`src/rtl/data_peak_accumulate_if.sv`:
```
// rtl/data_peak_accumulate_if.sv - sample/trigger/result bundle for data_peak_accumulate
// The sample source drives DataIn and the handshakes; the block returns result bytes.
interface data_peak_accumulate_if;
   logic [31:0] DataIn;
   logic        FastTrigger;
   logic        TxEnable;
   logic        DataReady;
   logic        DataValid;
   logic [7:0]  DataOut;

   modport master (
      output DataIn, FastTrigger, TxEnable,
      input  DataReady, DataValid, DataOut
   );

   modport slave (
      input  DataIn, FastTrigger, TxEnable,
      output DataReady, DataValid, DataOut
   );
endinterface

```
`src/rtl/data_peak_accumulate.sv`:
```
// rtl/data_peak_accumulate.sv - 128-sample peak/index/sum capture with 4-byte result readout
// Captures 32 words of four byte lanes, then emits Peak, PeakIdx, Sum[15:8], Sum[7:0].
module data_peak_accumulate (
   input  logic                         DataClk,
   input  logic                         Reset,
   input  logic                         SysClk,
   data_peak_accumulate_if.slave        bus
);
   typedef enum logic [1:0] {IDLE, CAPTURE, SEND} state_t;

   state_t      state;
   state_t      state_nx;
   logic [4:0]  cyc_cnt;
   logic [1:0]  byte_ptr;
   logic [7:0]  peak;
   logic [6:0]  peak_idx;
   logic [15:0] sum;

   logic [7:0]  cand_peak;
   logic [6:0]  cand_idx;
   logic [15:0] cand_sum;
   logic [7:0]  send_byte;
   logic        capture_en;
   logic        emit;

   // SysClk is a reserved pin with no function.
   logic        sys_clk_unused;
   assign sys_clk_unused = SysClk;

   // Lanes are folded oldest-first so a strict compare keeps the lowest index on ties;
   // the first word of a capture seeds the running values instead of the stale ones.
   always_comb begin
      logic [7:0] lane_v;
      cand_peak = peak;
      cand_idx  = peak_idx;
      cand_sum  = (cyc_cnt == 5'd0) ? 16'd0 : sum;
      lane_v    = 8'd0;
      for (int l = 0; l < 4; l++) begin
         lane_v   = bus.DataIn[8*l +: 8];
         cand_sum = cand_sum + 16'(lane_v);
         if ((cyc_cnt == 5'd0 && l == 0) || lane_v > cand_peak) begin
            cand_peak = lane_v;
            cand_idx  = {cyc_cnt, 2'(l)};
         end
      end
   end

   always_comb begin
      case (byte_ptr)
         2'd0:    send_byte = peak;
         2'd1:    send_byte = {1'b0, peak_idx};
         2'd2:    send_byte = sum[15:8];
         default: send_byte = sum[7:0];
      endcase
   end

   always_ff @(posedge DataClk) begin
      if (Reset) state <= IDLE;
      else       state <= state_nx;
   end

   always_comb begin
      state_nx   = state;
      capture_en = 1'b0;
      emit       = 1'b0;
      case (state)
         IDLE: begin
            if (bus.FastTrigger) state_nx = CAPTURE;
         end
         CAPTURE: begin
            capture_en = 1'b1;
            if (cyc_cnt == 5'd31) state_nx = SEND;
         end
         SEND: begin
            emit = bus.TxEnable;
            if (bus.TxEnable && byte_ptr == 2'd3) state_nx = IDLE;
         end
         default: state_nx = IDLE;
      endcase
   end

   always_ff @(posedge DataClk) begin
      if (Reset) begin
         cyc_cnt       <= 5'd0;
         byte_ptr      <= 2'd0;
         peak          <= 8'd0;
         peak_idx      <= 7'd0;
         sum           <= 16'd0;
         bus.DataReady <= 1'b0;
         bus.DataValid <= 1'b0;
         bus.DataOut   <= 8'h00;
      end else begin
         bus.DataValid <= emit;
         if (state == IDLE) begin
            cyc_cnt  <= 5'd0;
            byte_ptr <= 2'd0;
         end
         if (capture_en) begin
            peak     <= cand_peak;
            peak_idx <= cand_idx;
            sum      <= cand_sum;
            cyc_cnt  <= cyc_cnt + 5'd1;
            if (cyc_cnt == 5'd31) bus.DataReady <= 1'b1;
         end
         if (emit) begin
            bus.DataOut <= send_byte;
            byte_ptr    <= byte_ptr + 2'd1;
            if (byte_ptr == 2'd3) bus.DataReady <= 1'b0;
         end
      end
   end
endmodule

```
`src/flat_wrapper.sv`:
```
// flat-port wrapper written by rule: the top's interface ports become plain ports
module data_peak_accumulate_flat 
  (DataClk, Reset, SysClk, bus_DataIn, bus_FastTrigger, bus_TxEnable, bus_DataReady, bus_DataValid, bus_DataOut);
  data_peak_accumulate_if bus_i ();
  input  logic DataClk;
  input  logic Reset;
  input  logic SysClk;
  input wire logic [$bits(bus_i.DataIn)-1:0] bus_DataIn;
  input wire logic [$bits(bus_i.FastTrigger)-1:0] bus_FastTrigger;
  input wire logic [$bits(bus_i.TxEnable)-1:0] bus_TxEnable;
  output wire logic [$bits(bus_i.DataReady)-1:0] bus_DataReady;
  output wire logic [$bits(bus_i.DataValid)-1:0] bus_DataValid;
  output wire logic [$bits(bus_i.DataOut)-1:0] bus_DataOut;
  assign bus_i.DataIn = bus_DataIn;
  assign bus_i.FastTrigger = bus_FastTrigger;
  assign bus_i.TxEnable = bus_TxEnable;
  assign bus_DataReady = bus_i.DataReady;
  assign bus_DataValid = bus_i.DataValid;
  assign bus_DataOut = bus_i.DataOut;
  data_peak_accumulate u_core (.DataClk(DataClk), .Reset(Reset), .SysClk(SysClk), .bus(bus_i));
endmodule
```
`config.mk`:
```
export PLATFORM = sky130hd
export DESIGN_NAME = data_peak_accumulate_flat
export DESIGN_NICKNAME = d
export VERILOG_FILES = /design/src/rtl/data_peak_accumulate_if.sv /design/src/rtl/data_peak_accumulate.sv /design/src/flat_wrapper.sv
export SDC_FILE = /design/constraint.sdc
export NUM_CORES = 1
export LEC_CHECK = 0
export ABC_CLOCK_PERIOD_IN_PS = 11700
export CORE_ASPECT_RATIO = 0.5
export CORE_MARGIN = 5
export CORE_UTILIZATION = 55
export CTS_CLUSTER_DIAMETER = 50
export DETAILED_ROUTE_END_ITERATION = 16
export PLACE_DENSITY = 0.9
export RECOVER_POWER = 100
export REMOVE_ABC_BUFFERS = 1
export SLEW_MARGIN = 20
export SYNTH_ARGS = -nofsm -noshare
export SYNTH_HDL_FRONTEND = slang
export SYNTH_SLANG_ARGS = --single-unit
export TNS_END_PERCENT = 30
```
`constraint.sdc`:
```
create_clock -name DataClk -period 11.7 [get_ports DataClk]
set_input_delay 1.755 -clock DataClk [delete_from_list [all_inputs] [get_ports DataClk]]
set_output_delay 1.755 -clock DataClk [all_outputs]
set_load 0.1 [all_outputs]
```
==> results of run 1 <==
## worst max-delay path, delay by kind of cell
kind	cells	cell delay, ns
simple gates	12	2.88
compound gates	13	2.73
fa+ha+maj	4	1.36
buf+inv	3	1.08
mux	2	0.54
## power groups by stage
| stage | sequential [uW] | combinational, uW | clock, uW |
|---|---|---|---|
| floorplan | 201 | 246 | 0 |
| global placement | 210 | 317 | 0 |
| detailed placement | 211 | 330 | 0 |
| CTS | 207 | 338 | 148 |
| global route | 210 | 378 | 155 |
| finish | 210 | 341 | 147 |
## path summary, 6_finish.rpt
path | start | end | cells after the start
min reg2reg | u_core.peak_idx[5] | u_core.peak_idx[5] | 2
max | bus_DataIn[2] | u_core.peak_idx[5] | 34
max reg2reg | u_core.peak[2] | u_core.peak_idx[5] | 34
min | u_core.peak_idx[5] | u_core.peak_idx[5] | 2
## placed cells by master, fill, tap and decap left out, drive strengths merged, types with 5 or more instances in the layout
cell type / Yosys / layout
nand2: 53 / 53
a21oi: 53 / 53
ha: 53 / 53
dfxtp: 50 / 50
nor2: 47 / 47
inv: 47 / 47
o21ai: 40 / 40
clkdlybuf4s50: 0 / 33
fa: 23 / 23
mux2i: 14 / 14
dlygate4sd3: 0 / 12
nor3: 12 / 12
and2: 11 / 11
a31oi: 10 / 10
mux2: 9 / 9
nor4b: 8 / 8
nor2b: 8 / 8
a222oi: 7 / 7
nand3: 7 / 7
nand4: 7 / 7
a211oi: 7 / 7
clkbuf: 19 / 6
a21o: 5 / 5
## sequential cells by signal, summed over array words and instances (netlist names)
name,flops
u_core.cyc_cnt,5
u_core.bus.DataReady,1
u_core.peak,8
u_core.bus.DataOut,8
u_core.sum,16
u_core.peak_idx,7
u_core.byte_ptr,2
u_core.bus.DataValid,1
u_core.state,2
## through the flow
step | hold slack, ns | std cells
after floorplan | 0.434 | 518
after global placement | 0.442 | 680
after detailed placement | 0.457 | 680
after CTS | 0.466 | 688
after global routing | 0.497 | 688
final | 0.470 | 688
## logic make-up (layout without fill, tap and decap cells)
kind of cell             after synthesis  after routing  share of synthesized area (%)
AND/OR/NAND/NOR                      172            172                           19.8
buffers and inverters                 73            105                           6.36
AO/OA/AOI/OAI                        144            144                           20.3
flip-flops                            50             50                           21.9
multiplexers                          23             23                           5.95
adder cells (fa/ha/maj)               76             76                           24.6
XOR/XNOR                               6              6                           1.15
## layout make-up
class	count	share of cell area, %
inverter	47	3.39
clock inverter	3	0.408
multi-input combinational	421	62.6
tap	112	2.69
clock buffer	5	2.40
timing repair buffer	50	9.29
sequential	50	19.2
## layer usage
| metal | vias to the layer above | global-route usage [%] | part of all wire [%] |
|---|---|---|---|
| met2 | 177 | 40.9 | 46 |
| met5 | - | 0 | 0 |
| met1 | 1988 | 28.0 | 43 |
| li1 | 1977 | - | - |
| met3 | 43 | 5.01 | 8.1 |
| met4 | 0 | 9.00 | 2.6 |
==> impl_metrics.yaml, run 1 <==
setup_path:
  cp-start-kind: "primary input"
  worstPathArrival_ns: 10.39
  end_kind: "register"
  crit_top_cell: "o21ai_0"
  crit_fanout: 15
  critical_path_class: "in2reg"
  cpPeakStageDelay_ns: 0.65
  slowest_stage: "nor3_1"
  critPathRequiredTime_ns: 11.87
  reg2reg_slack_ns: 2.90
global_routing:
  grt_overflow: 0
  grt_max_degree: 45
  grt_pass1_wl_mm: 19.5
  antenna_found_initial: 0
  track_usage_pct: 23.0
  grt_pass1_vias: 4172
floorplanning:
  rows: 23
  io_pins: 47
  die_h_um: 74.4
  initial_core_util_pct: 56.7
  coreArea_um2: 8060
  dieArea_um2: 10300
  die_x_um: 139
route:
  post_drt_wl_per_cell_um: 17.2
  drc: 0
  firstDrtPassIters: 10
  vias: 4185
  antenna_left: 0
  wl_mm: 11.8
  vias_per_cell: 6.08
  drt_iter0_drc: 348
cells_and_area:
  final_util_pct: 64.7
  fin_nets: 688
  fillers: 649
  final_area_um2: 5210
  final_layout_size_suffix_gt1_share_pct: 7.47
  ff_latch_area_um2: 1000
  area_delta_synth_final_pct: 14.1
  num_antenna_cells: 0
  multi_input_area_um2: 3260
placement:
  numPortBuffers: 45
  dpl_cell_area_um2: 5080
  hpwl_mm: 8.84
  dp_worst_setup_slack_ns: 1.94
  gp_congestion: 0.911
cts:
  cts-resized-gates: 0
  post-cts-setup-buffer-count: 0
  cts_tree: "yes"
  numCtsBuffers: 5
  clk_path_buf_depth: 2
  htreeDepth: 2
  insertion_delay_ns: 0.30
  cts_num_sinks: 50
  hold_buffers: 0
  path_clk_slew_ns: 0.07
  cts-root-buf: "clkbuf_16"
sta:
  fmax_mhz: 97.8
  slew_viol_final: 45
  rsz0062_at_grt: "no"
  fin_skew_ns: 0.00790
  fin_crit_sh_pct: 87.4
  slew_headroom_pct: -40.3
  final_hold_viol_count: 0
  worst_slew_pin_slew_ns: 2.10
  setup_tns_ns: 0
  finalSetupViolCount: 0
  fin_crit_ns: 10.22
  setup_slack_ns: 1.48
power:
  p_leak_uw: 0.00222
  p_clk_share_pct: 21.1
  p_per_area_nw_per_um2: 134
  irDropWorstVdd_uv: 72.5
  net-switching-power_uw: 279
  power_frac_seq_pct: 30.0
  pwr-share-comb_pct: 48.9
  switching_share_pct: 40.0
  total_power_uw: 698
  p_int_uw: 419
synth:
  synth_edf_count: 0
  yosysSeqAreaShare_pct: 21.9
  async_flop_share_pct: 0
  synthDistinctLibCells: 67
  avgSynthCellArea_um2: 8.40
  synthTopCellsByArea: "dfxtp_1, ha_1, fa_1"
  ys_warn_count: 0
  yosys_register_bits: 50
  ys.flop_type: "dfxtp_1"
  synth_top_area_share_pct: 21.9
  synth_top_area_cell: "dfxtp_1"
  synthCells: 544
  synth_common_cells: "a21oi_1, ha_1, nand2_1"
  syn_area_um2: 4570
status:
  violations: "max-capacitance violations, max-slew violations"
  outcome: "complete, but fails checks"
flow_run:
  maxCapViolCount: 1
min_path:
  hold_class: "reg2reg"
(Power assumes the default switching activity.)
==> inputs of run 2 (changes only) <==
- CORE_MARGIN: 5 -> 1.5
- CTS_CLUSTER_DIAMETER: 50 -> default
==> impl_metrics.yaml, run 2 (synthesis results as in run 1) <==
route:
  vias: 4193
  drc: 0
  wl_mm: 11.5
  firstDrtPassIters: 6
  post_drt_wl_per_cell_um: 16.7
  antenna_left: 0
  vias_per_cell: 6.09
  drt_iter0_drc: 417
cells_and_area:
  top_regs: "u_core.sum (16), u_core.bus.DataOut (8), u_core.peak (8)"
  layout_common_cells: "nand2_1, a21oi_1, ha_1"
  fin_nets: 688
  fillers: 595
  final_layout_size_suffix_gt1_share_pct: 7.29
  largest_register: "u_core.sum"
  largest_register_ffs: 16
  area_delta_synth_final_pct: 14.4
  num_antenna_cells: 0
cts:
  cts_tree: "yes"
  insertion_delay_ns: 0.29
  htreeDepth: 2
  hold_buffers: 0
  cts_num_sinks: 50
  cts-resized-gates: 0
  path_clk_slew_ns: 0.07
  clk_path_buf_depth: 2
  post-cts-setup-buffer-count: 0
  cts-root-buf: "clkbuf_16"
  numCtsBuffers: 5
placement:
  numPortBuffers: 45
  hpwl_mm: 8.67
  gp_congestion: 0.931
setup_path:
  reg2reg_from: "u_core.peak[2]"
  crit_top_cell: "o21ai_0"
  critical_path_class: "in2reg"
  startpoint: "bus_DataIn[1]"
  crit_fanout: 15
  crit_end: "u_core.peak_idx[5]"
  r2r_cells: 33
  cpPeakStageDelay_ns: 0.65
  r2r_end: "u_core.peak_idx[5]"
  reg2reg_slack_ns: 2.89
  slowest_stage: "or2_0"
  end_kind: "register"
  cp-start-kind: "primary input"
  worstPathArrival_ns: 10.56
  critPathRequiredTime_ns: 11.91
status:
  violations: "max-capacitance violations, max-slew violations"
  outcome: "complete, but fails checks"
sta:
  slew_headroom_pct: -32.6
  slew_viol_final: 45
  finalSetupViolCount: 0
  fin_crit_ns: 10.35
  fin_skew_ns: 0.00708
  rsz0062_at_grt: "no"
  worst_slew_pin_slew_ns: 1.99
  fin_crit_sh_pct: 88.5
  final_hold_viol_count: 0
  hold_slack_ns: 0.469
  fmax_mhz: 96.6
  setup_tns_ns: 0
floorplanning:
  dieArea_um2: 8890
  rows: 23
  die_h_um: 67.4
  initial_core_util_pct: 56.9
  io_pins: 47
  coreArea_um2: 8030
  die_x_um: 132
power:
  irDropWorstVdd_uv: 70.8
  p_per_area_nw_per_um2: 137
  p_leak_uw: 0.00223
global_routing:
  track_usage_pct: 26.5
  grt_overflow: 0
  grt_max_degree: 45
  grt_pass1_vias: 4098
  grt_pass1_wl_mm: 18.9
  antenna_found_initial: 0
flow_run:
  maxCapViolCount: 1
min_path:
  hold_class: "reg2reg"
-- run 2: worst min-delay path by stage --
stage,start,endpoint,cells past startpoint
finish,u_core.peak_idx[4],u_core.peak_idx[4],2
global route,u_core.peak_idx[4],u_core.peak_idx[4],2
CTS,u_core.peak_idx[4],u_core.peak_idx[4],2
detailed placement,u_core.peak_idx[4],u_core.peak_idx[4],2
global placement,u_core.peak_idx[4],u_core.peak_idx[4],2
floorplan,u_core.sum[10],u_core.sum[10],2
-- run 2: worst max-delay path: cells and delay by family --
kind | cells | cell delay (ns)
compound gates | 14 | 2.89
simple gates | 10 | 2.63
buf+inv | 3 | 1.33
fa+ha+maj | 4 | 1.29
mux | 2 | 0.64
-- run 2: power breakdown --
part | switching [uW] | internal, uW | total (uW)
clock network | 66.4 | 102 | 168
registers | 22.5 | 187 | 210
logic | 186 | 150 | 336
-- run 2: area by class of cell --
| type | count | area (um^2) | share of cell area (%) |
|---|---|---|---|
| Clock buffer | 5 | 125 | 2.39 |
| Clock inverter | 3 | 47.5 | 0.910 |
| Inverter | 47 | 176 | 3.38 |
| Multi-Input combinational cell | 421 | 3260 | 62.3 |
| Sequential cell | 50 | 1000 | 19.2 |
| Tap cell | 112 | 140 | 2.68 |
| Timing Repair Buffer | 50 | 480 | 9.19 |
-- run 2: per-layer routing --
layer  track usage (%)  vias to the layer above  share of wire (%)
met5                 0                        -                  0
met4              9.17                        0                2.0
met3              3.30                       25                7.8
met2              48.6                      196                 47
met1              33.2                     1990                 43
li1                  -                     1982                  -
-- run 2: stage by stage --
stage | cell area [um^2] | setup WS [ns] | std cells | total power [uW] | util [%]
global route | 5230 | 0.948 | 688 | 759 | 65.1
global placement | 5080 | 2.42 | 680 | 527 | 63.3
finish | 5230 | 1.35 | 688 | 714 | 65.1
floorplan | 4450 | 3.00 | 518 | 447 | -
CTS | 5250 | 2.46 | 688 | 713 | 65.4
detailed placement | 5080 | 2.27 | 680 | 541 | 63.3
